[src/rtl/bcd_addsub_serial.sv]
// Digit-serial DIGITS-digit BCD adder/subtractor, least-significant digit first, one shared digit slice.
// Optional macro BCD_SIGNMAG_EN: a negative subtract result is re-negated into magnitude form with neg=1.
module bcd_addsub_serial #(
   parameter int unsigned DIGITS = 4
) (
   input  logic                  clk,
   input  logic                  rst_n,
   input  logic                  start,
   input  logic                  mode,
   input  logic [4*DIGITS-1:0]   a,
   input  logic [4*DIGITS-1:0]   b,
   output logic                  busy,
   output logic                  done,
   output logic [4*DIGITS-1:0]   result,
   output logic                  carry,
   output logic                  err,
   output logic                  neg
);

   localparam int unsigned W        = 4 * DIGITS;
   localparam int unsigned IDX_W    = (DIGITS > 1) ? $clog2(DIGITS) : 1;
   localparam logic [IDX_W-1:0] LAST_IDX = IDX_W'(DIGITS - 1);

`ifdef BCD_SIGNMAG_EN
   typedef enum logic [1:0] {
      S_IDLE   = 2'd0,
      S_RUN    = 2'd1,
      S_DONE   = 2'd2,
      S_NEGATE = 2'd3
   } state_t;
`else
   typedef enum logic [1:0] {
      S_IDLE   = 2'd0,
      S_RUN    = 2'd1,
      S_DONE   = 2'd2
   } state_t;
`endif

   state_t             state_q, state_d;
   logic [W-1:0]       a_q, a_d;
   logic [W-1:0]       b_q, b_d;
   logic               mode_q, mode_d;
   logic [IDX_W-1:0]   idx_q, idx_d;
   logic               c_q, c_d;
   logic               bad_q, bad_d;
   logic [W-1:0]       result_q, result_d;
   logic               carry_q, carry_d;
   logic               err_q, err_d;
   logic               busy_q, busy_d;
   logic               done_q, done_d;
`ifdef BCD_SIGNMAG_EN
   logic               neg_q, neg_d;
`endif

   logic [3:0]         slice_x;
   logic [3:0]         slice_y;
   logic               slice_sub;
   logic [4:0]         slice_sum;
   logic [3:0]         slice_digit;
   logic               slice_cout;

   function automatic logic [3:0] digit_at(input logic [W-1:0] v, input logic [IDX_W-1:0] i);
      logic [3:0] r;
      r = 4'd0;
      for (int unsigned k = 0; k < DIGITS; k++) begin
         if (IDX_W'(k) == i) r = v[4*k +: 4];
      end
      return r;
   endfunction

   function automatic logic [W-1:0] put_digit(input logic [W-1:0] v, input logic [IDX_W-1:0] i,
                                              input logic [3:0] d);
      logic [W-1:0] r;
      r = v;
      for (int unsigned k = 0; k < DIGITS; k++) begin
         if (IDX_W'(k) == i) r[4*k +: 4] = d;
      end
      return r;
   endfunction

   function automatic logic has_bad_digit(input logic [W-1:0] v);
      logic r;
      r = 1'b0;
      for (int unsigned k = 0; k < DIGITS; k++) begin
         if (v[4*k +: 4] > 4'd9) r = 1'b1;
      end
      return r;
   endfunction

   // Shared digit slice; NEGATE reuses it as 0 - result digit.
   always_comb begin
      slice_x   = digit_at(a_q, idx_q);
      slice_y   = digit_at(b_q, idx_q);
      slice_sub = mode_q;
`ifdef BCD_SIGNMAG_EN
      if (state_q == S_NEGATE) begin
         slice_x   = 4'd0;
         slice_y   = digit_at(result_q, idx_q);
         slice_sub = 1'b1;
      end
`endif
      slice_digit = 4'd0;
      slice_cout  = 1'b0;
      if (slice_sub) begin
         // 5-bit two's complement difference always fits: range -16..15.
         slice_sum = {1'b0, slice_x} - {1'b0, slice_y} - {4'd0, c_q};
         if (slice_sum[4]) begin
            slice_digit = 4'(slice_sum + 5'd10);
            slice_cout  = 1'b1;
         end else begin
            slice_digit = slice_sum[3:0];
         end
      end else begin
         slice_sum = {1'b0, slice_x} + {1'b0, slice_y} + {4'd0, c_q};
         if (slice_sum > 5'd9) begin
            slice_digit = 4'(slice_sum - 5'd10);
            slice_cout  = 1'b1;
         end else begin
            slice_digit = slice_sum[3:0];
         end
      end
   end

   // Next-state and datapath updates.
   always_comb begin
      state_d  = state_q;
      a_d      = a_q;
      b_d      = b_q;
      mode_d   = mode_q;
      idx_d    = idx_q;
      c_d      = c_q;
      bad_d    = bad_q;
      result_d = result_q;
      carry_d  = carry_q;
      err_d    = err_q;
`ifdef BCD_SIGNMAG_EN
      neg_d    = neg_q;
`endif

      case (state_q)
         S_IDLE: begin
            if (start) begin
               a_d      = a;
               b_d      = b;
               mode_d   = mode;
               bad_d    = has_bad_digit(a) | has_bad_digit(b);
               idx_d    = '0;
               c_d      = 1'b0;
               result_d = '0;
               carry_d  = 1'b0;
               err_d    = 1'b0;
`ifdef BCD_SIGNMAG_EN
               neg_d    = 1'b0;
`endif
               state_d  = S_RUN;
            end
         end

         S_RUN: begin
            result_d = put_digit(result_q, idx_q, slice_digit);
            c_d      = slice_cout;
            idx_d    = idx_q + IDX_W'(1);
            if (idx_q == LAST_IDX) begin
               idx_d   = '0;
               c_d     = 1'b0;
               err_d   = bad_q;
               state_d = S_DONE;
               if (bad_q) begin
                  result_d = '0;
                  carry_d  = 1'b0;
               end else begin
                  carry_d  = slice_cout;
`ifdef BCD_SIGNMAG_EN
                  if (mode_q && slice_cout) begin
                     carry_d = 1'b0;
                     state_d = S_NEGATE;
                  end
`endif
               end
            end
         end

`ifdef BCD_SIGNMAG_EN
         S_NEGATE: begin
            result_d = put_digit(result_q, idx_q, slice_digit);
            c_d      = slice_cout;
            idx_d    = idx_q + IDX_W'(1);
            if (idx_q == LAST_IDX) begin
               idx_d   = '0;
               c_d     = 1'b0;
               carry_d = 1'b1;
               neg_d   = 1'b1;
               state_d = S_DONE;
            end
         end
`endif

         S_DONE: begin
            state_d = S_IDLE;
         end

         default: begin
            state_d = S_IDLE;
         end
      endcase

      busy_d = (state_d != S_IDLE);
      done_d = (state_d == S_DONE);
   end

   always_ff @(posedge clk or negedge rst_n) begin
      if (!rst_n) begin
         state_q  <= S_IDLE;
         a_q      <= '0;
         b_q      <= '0;
         mode_q   <= 1'b0;
         idx_q    <= '0;
         c_q      <= 1'b0;
         bad_q    <= 1'b0;
         result_q <= '0;
         carry_q  <= 1'b0;
         err_q    <= 1'b0;
         busy_q   <= 1'b0;
         done_q   <= 1'b0;
`ifdef BCD_SIGNMAG_EN
         neg_q    <= 1'b0;
`endif
      end else begin
         state_q  <= state_d;
         a_q      <= a_d;
         b_q      <= b_d;
         mode_q   <= mode_d;
         idx_q    <= idx_d;
         c_q      <= c_d;
         bad_q    <= bad_d;
         result_q <= result_d;
         carry_q  <= carry_d;
         err_q    <= err_d;
         busy_q   <= busy_d;
         done_q   <= done_d;
`ifdef BCD_SIGNMAG_EN
         neg_q    <= neg_d;
`endif
      end
   end

   assign busy   = busy_q;
   assign done   = done_q;
   assign result = result_q;
   assign carry  = carry_q;
   assign err    = err_q;
`ifdef BCD_SIGNMAG_EN
   assign neg    = neg_q;
`else
   assign neg    = 1'b0;
`endif

endmodule

[config.mk]
export PLATFORM = sky130hd
export DESIGN_NAME = bcd_addsub_serial
export DESIGN_NICKNAME = d
export VERILOG_FILES = /design/src/rtl/bcd_addsub_serial.sv
export SDC_FILE = /design/constraint.sdc
export NUM_CORES = 1
export LEC_CHECK = 0
export CORE_MARGIN = 8
export CORE_UTILIZATION = 48
export DETAILED_ROUTE_END_ITERATION = 12
export PLACE_DENSITY_LB_ADDON = 0.08
export SYNTH_ARGS = -nofsm -noshare
export SYNTH_HDL_FRONTEND = slang
export SYNTH_SLANG_ARGS = --single-unit
[constraint.sdc]
create_clock -name clk -period 3.5 [get_ports clk]
set_input_delay 0.7 -clock clk [delete_from_list [all_inputs] [get_ports clk]]
set_output_delay 0.7 -clock clk [all_outputs]
set_load 0.005 [all_outputs]
==> flow_metrics.env, run 1 <==
export IMPL_max_cap_viol_count=0
export IMPL_dr_first_iter_drc_count=131
export IMPL_ys_async_sr_fraction=1.00
export IMPL_gp_congestion=0.801
export IMPL_drive_above_1_share=0.293
export IMPL_synth_area_mux_share=0.129
export IMPL_rows=30
export IMPL_cts_tree="built"
export IMPL_drc=0
export IMPL_synth_ff_type="dfrtp_1"
export IMPL_path_clk_slew_ns=0.07
export IMPL_yosys_warnings=0
export IMPL_die_w_um=98.5
export IMPL_placed_cell_area_um2=4020
export IMPL_syn_num_nets=358
export IMPL_clock_skew_ns=0.0100
export IMPL_status="complete, but fails checks"
export IMPL_dieArea_um2=9700
export IMPL_die_h_um=98.5
export IMPL_reg2reg_to="result[2]"
export IMPL_final_area_um2=4320
export IMPL_drtPass1Iterations=5
export IMPL_cts_buffers=9
export IMPL_ys_ff_latch=59
export IMPL_crit_reg2reg_launch="idx_q[0]"
export IMPL_clk_insertion_delay_late_ns=0.35
export IMPL_cp_start_kind="flip-flop"
export IMPL_grt_pass1_wl_um=13400
export IMPL_worst_hold_slack_ns=0.363
export IMPL_period_share=1.00
export IMPL_setup_viol=1
export IMPL_portBuffers=55
export IMPL_end_kind="flip-flop"
export IMPL_antenna_found_initial=0
export IMPL_cp_required_ns=3.78
export IMPL_critPathLaunch="idx_q[0]"
export IMPL_synthSimpleGateAreaFrac=0.116
export IMPL_crit_type="flip-flop to flip-flop"
export IMPL_gr_total_overflow=0
export IMPL_areaGrowthSynthToFinish_pct=32.5
export IMPL_ctsHoldBuffers=0
export IMPL_syn_area_um2=3260
export IMPL_min_period_ns=3.51
export IMPL_avgViaCountPerCell=5.39
export IMPL_grt_max_degree=37
export IMPL_rr_worst_depth=17
export IMPL_nFillCells=551
export IMPL_cts_htree_levels=3
export IMPL_max_slew_margin=0.573
export IMPL_grt_pass1_vias=2729
export IMPL_drt_wl_total_um=7780
export IMPL_final_cells=472
export IMPL_layout_setup_ws_ns=-0.00893
export IMPL_synth_top_family_by_area="compound AO/OA/AOI/OAI gates"
export IMPL_hold_class="input pin to async pin"
export IMPL_cts_buffer_depth=2
export IMPL_synth_xor_xnor_area_share=0.0230
export IMPL_tightest_slew_ns=0.640
export IMPL_synth_compound_area_share=0.166
export IMPL_place_hpwl_um=5990
export IMPL_drtAntennaViolNets=0
export IMPL_synth_fa_ha_area_frac=0.0744
export IMPL_crit_path_max_fanout=4
export IMPL_cpMaxStageDelayCell="dfrtp_2"
export IMPL_io_pins=57
export IMPL_wl_per_cell_um=16.5
export IMPL_fin_tns_setup_ns=-0.00893
export IMPL_max_stage_delay_ns=0.44
export IMPL_cp_arrival_ns=3.79
export IMPL_slew_viol_final=0
export IMPL_clock_sinks=59
export IMPL_synth_cells=305
export IMPL_rrSetupSlack_ns=-0.009
export IMPL_dr_total_vias=2544
export IMPL_initial_utilization=0.489
export IMPL_max_freq_mhz=285
export IMPL_grt_total_usage=0.176
export IMPL_finalHoldViolCount=0
export IMPL_violations="setup timing"
export IMPL_crit_path_cell_trace="inv_2, ha_4, nand3b_1, a21oi_2, a21oi_2, nor2_1, a21o_1, inv_2, fa_2, fa_2, xor2_2, ha_2, a221o_1, a21boi_2, o21bai_1, a22o_2, o21ai_2"
export IMPL_seq_area_frac_synth=0.452
export IMPL_synth_edf_count=0
export IMPL_antenna_cells=0
export IMPL_core_um2=6680
export IMPL_ys_types=47
export IMPL_avgSynthCellArea_um2=10.7
export IMPL_layout_nets=441
export IMPL_rsz0062_at_grt="yes"
export IMPL_cts_root_buffer="clkbuf_8"
export IMPL_dp_cells=448
-- final cells by class --
| type | instances | area, µm² | area share |
|---|---|---|---|
| Multi-Input combinational cell | 218 | 1760 | 0.407 |
| Timing Repair Buffer | 85 | 771 | 0.178 |
| Clock inverter | 5 | 31.3 | 0.00723 |
| Inverter | 15 | 56.3 | 0.0130 |
| Sequential cell | 59 | 1480 | 0.342 |
| Clock buffer | 10 | 128 | 0.0295 |
| Tap cell | 80 | 100 | 0.0231 |
-- cell families (layout without fill, tap and decap cells) --
group	count (synthesis)	in the layout
mux	38	38
xor+xnor	6	6
fa+ha+maj	17	17
buf+inv	28	115
flops	59	59
other cells	1	1
compound gates	80	80
simple gates	76	76
-- metrics by stage --
stage / utilization / setup WS, ns
after floorplan: - / 0.00832
after global placement: 0.602 / -0.0621
after detailed placement: 0.602 / -0.157
after CTS: 0.642 / -0.0374
after global routing: 0.647 / -0.207
final: 0.647 / -0.00893
-- synthesized netlist by cell type, types with 3 or more instances --
library cell	n	area, µm²
dfrtp_1	59	1480
mux2_2	33	372
nand2_1	30	113
a21oi_1	24	120
nor2_1	19	71.3
o21ai_0	18	90.1
inv_1	15	56.3
ha_1	13	163
a22o_1	9	78.8
clkbuf_1	7	26.3
nand2b_1	6	37.5
nand3b_1	6	45.0
a21o_1	5	37.5
mux2i_1	5	50.1
fa_1	4	80.1
o21ai_2	4	35.0
a21oi_2	3	26.3
a32o_1	3	30.0
buf_2	3	15.0
nand4_1	3	18.8
nor2b_1	3	18.8
o21bai_1	3	22.5
xor2_1	3	26.3
-- worst max-delay path by stage --
stage                 endpoint  cells after the start
global route         result[2]                     17
CTS                  result[7]                     17
detailed placement  result[10]                     17
global placement     result[2]                     16
floorplan            result[2]                     18
finish               result[2]                     17
-- worst max-delay path: cells and delay by family (launching register included) --
kind                     cells  cell delay [ns]
AO/OA/AOI/OAI                8             1.35
XOR/XNOR                     1             0.17
adder cells (fa/ha/maj)      4             1.12
buffers and inverters        2             0.17
flip-flops                   1             0.44
AND/OR/NAND/NOR              2             0.19
-- routing by layer --
layer,global-route usage,share of wire,vias to the layer above
met5,0,0,-
met4,0.0791,0.024,0
met1,0.211,0.46,1227
met2,0.287,0.47,66
li1,-,-,1236
met3,0.0514,0.047,15
-- cells in the final DEF, fill, tap and decap left out, types with 5 or more instances in the layout --
cell / n
nor2_1: 18
ha_1: 8
nand2b_1: 6
clkdlybuf4s50_1: 54
o21ai_0: 16
a22o_1: 9
a21o_1: 5
a21oi_1: 21
clkbuf_8: 9
nand2_1: 30
buf_4: 30
a21oi_2: 6
dfrtp_1: 58
nand3b_1: 6
inv_1: 11
mux2_2: 33
-- what timing repair did --
item                                    CTS  global route
setup buffers                             8             1
endpoints found under the setup margin   14            14
endpoints found under the hold margin     0             0
pin swaps                                15             2
gates resized for setup                   9             9
-- sequential cells by signal, summed over array words and instances (netlist names) --
signal and flops:
a_q 16, b_q 16, result 16, idx_q 2
state_q 2, bad_q 1, busy 1, c_q 1
carry 1, done 1, err 1, mode_q 1
Power of run 1 is left out: the tool's default activity adds up to more than one toggle a clock period on the data nets, which glitch-free logic cannot reach.
==> inputs of run 2 (changes only) <==
--- a/config.mk
+++ b/config.mk
@@ -9,6 +9,7 @@
 export CORE_UTILIZATION = 48
 export DETAILED_ROUTE_END_ITERATION = 12
 export PLACE_DENSITY_LB_ADDON = 0.08
+export SKIP_LAST_GASP = 1
 export SYNTH_ARGS = -nofsm -noshare
 export SYNTH_HDL_FRONTEND = slang
 export SYNTH_SLANG_ARGS = --single-unit
==> flow_metrics.env, run 2 (synthesized netlist as in run 1, its figures left out) <==
export IMPL_status="complete, but fails checks"
export IMPL_violations="setup timing"
export IMPL_end_kind="flip-flop"
export IMPL_nFillCells=551
export IMPL_dp_cells=448
export IMPL_grt_total_usage=0.176
export IMPL_portBuffers=55
export IMPL_cts_root_buffer="clkbuf_8"
export IMPL_antenna_cells=0
export IMPL_die_w_um=98.5
export IMPL_initial_utilization=0.489
export IMPL_clk_insertion_delay_late_ns=0.35
export IMPL_core_um2=6680
export IMPL_dieArea_um2=9700
export IMPL_rr_worst_depth=17
export IMPL_grt_pass1_wl_um=13400
export IMPL_path_clk_slew_ns=0.07
export IMPL_mostFrequentLayoutCells="dfrtp_1, clkdlybuf4s50_1, mux2_2"
export IMPL_gp_congestion=0.801
export IMPL_critPathLaunch="idx_q[0]"
export IMPL_multiInputGateArea_um2=1760
export IMPL_dr_first_iter_drc_count=131
export IMPL_clock_skew_ns=0.0100
export IMPL_period_share=1.01
export IMPL_slew_viol_final=0
export IMPL_tightest_slew_ns=0.639
export IMPL_hold_class="input pin to async pin"
export IMPL_avgViaCountPerCell=5.39
export IMPL_clock_sinks=59
export IMPL_cts_buffers=9
export IMPL_drtAntennaViolNets=0
export IMPL_final_cells=472
export IMPL_cts_buffer_depth=2
export IMPL_grt_pass1_vias=2727
export IMPL_cp_arrival_ns=3.79
export IMPL_crit_path_max_fanout=4
export IMPL_cp_required_ns=3.77
export IMPL_fin_tns_setup_ns=-0.0280
export IMPL_areaGrowthSynthToFinish_pct=32.5
export IMPL_crit_type="flip-flop to flip-flop"
export IMPL_cts_tree="built"
export IMPL_finalHoldViolCount=0
export IMPL_max_slew_margin=0.574
export IMPL_post_place_ws_ns=-0.157
export IMPL_dr_total_vias=2546
export IMPL_worst_hold_slack_ns=0.366
export IMPL_mostFrequentLayoutCell="dfrtp_1"
export IMPL_drc=0
export IMPL_layout_setup_ws_ns=-0.0195
export IMPL_drt_wl_total_um=7790
export IMPL_gr_total_overflow=0
export IMPL_max_cap_viol_count=0
export IMPL_rsz0062_at_grt="yes"
export IMPL_min_period_ns=3.52
export IMPL_rows=30
export IMPL_place_hpwl_um=5990
export IMPL_cts_htree_levels=3
export IMPL_ctsHoldBuffers=0
export IMPL_regArea_um2=1480
export IMPL_antenna_found_initial=0
export IMPL_setup_viol=2
export IMPL_layout_nets=441
export IMPL_crit_reg2reg_launch="idx_q[0]"
export IMPL_wl_per_cell_um=16.5
export IMPL_max_freq_mhz=284
export IMPL_drtPass1Iterations=4
export IMPL_drive_above_1_share=0.293
export IMPL_io_pins=57
export IMPL_die_h_um=98.5
export IMPL_cp_start_kind="flip-flop"
export IMPL_grt_max_degree=37
## run 2: cell counts in the layout (fill, tap and decap cells not counted)
Identical to the previous run, type by type.
## run 2: timing repair
| item | 4_1_cts | 5_1_grt |
|---|---|---|
| endpoints found under the setup margin | 14 | 14 |
| gates resized for setup | 9 | 9 |
| setup buffers | 8 | 1 |
| pin swaps | 14 | 2 |
| endpoints found under the hold margin | 0 | 0 |
## run 2: metrics by stage
step                instance area, µm²   util
floorplan                         3300      -
CTS                               4290  0.642
global route                      4320  0.647
detailed placement                4020  0.602
global placement                  4020  0.602
finish                            4320  0.647
## run 2: worst paths after layout
check                             endpoint  slack [ns]
worst max-delay path            result[10]       -0.02
worst min-delay path            state_q[0]        0.37
worst max register to register  result[10]       -0.02
worst min register to register   result[2]        0.48
max in group asynchronous         idx_q[0]        2.28
min in group clk                 result[2]        0.48
## run 2: per-layer routing
layer	GRT usage	vias to the layer above	wire length, µm
met5	0	-	0
met2	0.287	62	3710
met3	0.0514	15	353
li1	-	1236	-
met4	0.0791	0	173
met1	0.211	1233	3550
## run 2: critical path, stage by stage, from the launching register on
cell	delay (ns)
dfrtp_2	0.44
inv_2	0.12
ha_4	0.17
nand3b_1	0.10
a21oi_2	0.15
a21oi_2	0.04
nor2_1	0.09
a21o_1	0.15
inv_2	0.05
fa_2	0.36
fa_2	0.38
xor2_2	0.17
ha_2	0.21
a221o_1	0.35
a21boi_2	0.16
o21bai_1	0.08
a22o_2	0.29
o21ai_2	0.14
## run 2: cell type report
type | count | share of cell area
clock buffers | 10 | 0.0295
inverters | 15 | 0.0130
well taps | 80 | 0.0231
multi-input cells | 218 | 0.407
clock inverters | 5 | 0.00723
repair buffers | 85 | 0.178
flip-flops and latches | 59 | 0.342
Power of run 2 is left out for the same reason.
==> inputs of run 3 (changes only) <==
--- a/config.mk
+++ b/config.mk
@@ -13,3 +13,4 @@
 export SYNTH_ARGS = -nofsm -noshare
 export SYNTH_HDL_FRONTEND = slang
 export SYNTH_SLANG_ARGS = --single-unit
+export TNS_END_PERCENT = 50
==> flow_metrics.env, run 3 (synthesized netlist as in run 1, its figures left out) <==
export IMPL_portBuffers=55
export IMPL_wl_per_cell_um=16.5
export IMPL_max_cap_viol_count=0
export IMPL_drt_wl_total_um=7770
export IMPL_avgViaCountPerCell=5.38
export IMPL_die_w_um=98.5
export IMPL_crit_path_cell_trace="inv_2, ha_4, nand3b_1, a21oi_2, a21oi_2, nor2_1, a21o_1, inv_2, fa_2, fa_2, xor2_2, ha_2, a221o_1, a21boi_2, o21bai_1, a22o_2, o21ai_2"
export IMPL_violations="setup timing"
export IMPL_grt_pass1_wl_um=13400
export IMPL_die_h_um=98.5
export IMPL_cts_buffers=9
export IMPL_min_period_ns=3.52
export IMPL_status="complete, but fails checks"
export IMPL_cpMaxStageDelayCell="dfrtp_2"
export IMPL_cp_required_ns=3.78
export IMPL_dr_first_iter_drc_count=127
export IMPL_crit_path_max_fanout=4
export IMPL_gr_total_overflow=0
export IMPL_clock_sinks=59
export IMPL_end_kind="flip-flop"
export IMPL_gp_congestion=0.801
export IMPL_post_place_ws_ns=-0.157
export IMPL_crit_reg2reg_launch="idx_q[0]"
export IMPL_path_depth=17
export IMPL_path_clk_slew_ns=0.07
export IMPL_dieArea_um2=9700
export IMPL_rsz0062_at_grt="yes"
export IMPL_drc=0
export IMPL_clock_skew_ns=0.00976
export IMPL_antenna_cells=0
export IMPL_layout_setup_ws_ns=-0.0202
export IMPL_grt_max_degree=37
export IMPL_core_um2=6680
export IMPL_mostFrequentLayoutCell="dfrtp_1"
export IMPL_setup_viol=2
export IMPL_cts_root_buffer="clkbuf_8"
export IMPL_drive_above_1_share=0.293
export IMPL_critPathLaunch="idx_q[0]"
export IMPL_io_pins=57
export IMPL_max_freq_mhz=284
export IMPL_mostFrequentLayoutCells="dfrtp_1, clkdlybuf4s50_1, mux2_2"
export IMPL_layout_nets=441
export IMPL_dr_total_vias=2541
export IMPL_initial_utilization=0.489
export IMPL_drtAntennaViolNets=0
export IMPL_cts_htree_levels=3
export IMPL_drtPass1Iterations=4
export IMPL_cts_tree="built"
export IMPL_place_hpwl_um=5990
export IMPL_grt_total_usage=0.176
export IMPL_clk_insertion_delay_late_ns=0.35
export IMPL_cp_arrival_ns=3.80
export IMPL_finalHoldViolCount=0
export IMPL_period_share=1.01
export IMPL_max_stage_delay_ns=0.44
export IMPL_grt_pass1_vias=2727
export IMPL_rows=30
export IMPL_antenna_found_initial=0
export IMPL_cts_buffer_depth=2
export IMPL_slew_viol_final=0
export IMPL_hold_class="input pin to async pin"
export IMPL_cp_start_kind="flip-flop"
export IMPL_crit_type="flip-flop to flip-flop"
export IMPL_max_slew_margin=0.574
export IMPL_rr_worst_depth=17
export IMPL_tightest_slew_ns=0.638
export IMPL_cp_top_family="compound AO/OA/AOI/OAI gates"
export IMPL_areaGrowthSynthToFinish_pct=32.5
export IMPL_path_buf_inv=2
run 3: cell counts in the layout (fill, tap and decap cells not counted):
No cell type changed its count.
run 3: what timing repair did:
item	in CTS	in global routing
buffers inserted	8	1
endpoints found under the setup margin	14	14
endpoints found under the hold margin	0	0
pin swaps	13	3
hold buffers	0	0
gates resized for setup	9	9
run 3: cell type report:
type,instances,area [µm²]
clock buffer,10,128
inverter,15,56.3
clock inverter,5,31.3
tap,80,100
fill,551,2360
timing repair buffer,85,771
sequential,59,1480
multi-input combinational,218,1760
run 3: worst paths after layout:
check	slack, ns	to
worst max-delay path	-0.02	result[10]
worst min-delay path	0.36	state_q[0]
worst max register to register	-0.02	result[10]
worst min register to register	0.48	result[2]
max in group asynchronous	2.29	idx_q[0]
min in group clk	0.48	result[2]
run 3: stage by stage:
stage / std cells / hold slack, ns / setup TNS, ns / instance area [µm²] / util
global route: 472 / 0.416 / -2.40 / 4320 / 0.647
detailed placement: 448 / 0.470 / -1.07 / 4020 / 0.602
floorplan: 305 / 0.404 / 0 / 3300 / -
global placement: 448 / 0.463 / -0.219 / 4020 / 0.602
CTS: 471 / 0.388 / -0.101 / 4290 / 0.642
finish: 472 / 0.362 / -0.0294 / 4320 / 0.647
run 3: routing by layer:
metal	vias up	global-route usage	part of all wire	wire length [µm]
li1	1237	-	-	-
met1	1227	0.211	0.46	3550
met2	61	0.287	0.47	3680
met3	16	0.0514	0.046	356
met4	0	0.0791	0.024	185
met5	-	0	0	0
Power of run 3 is left out for the same reason.
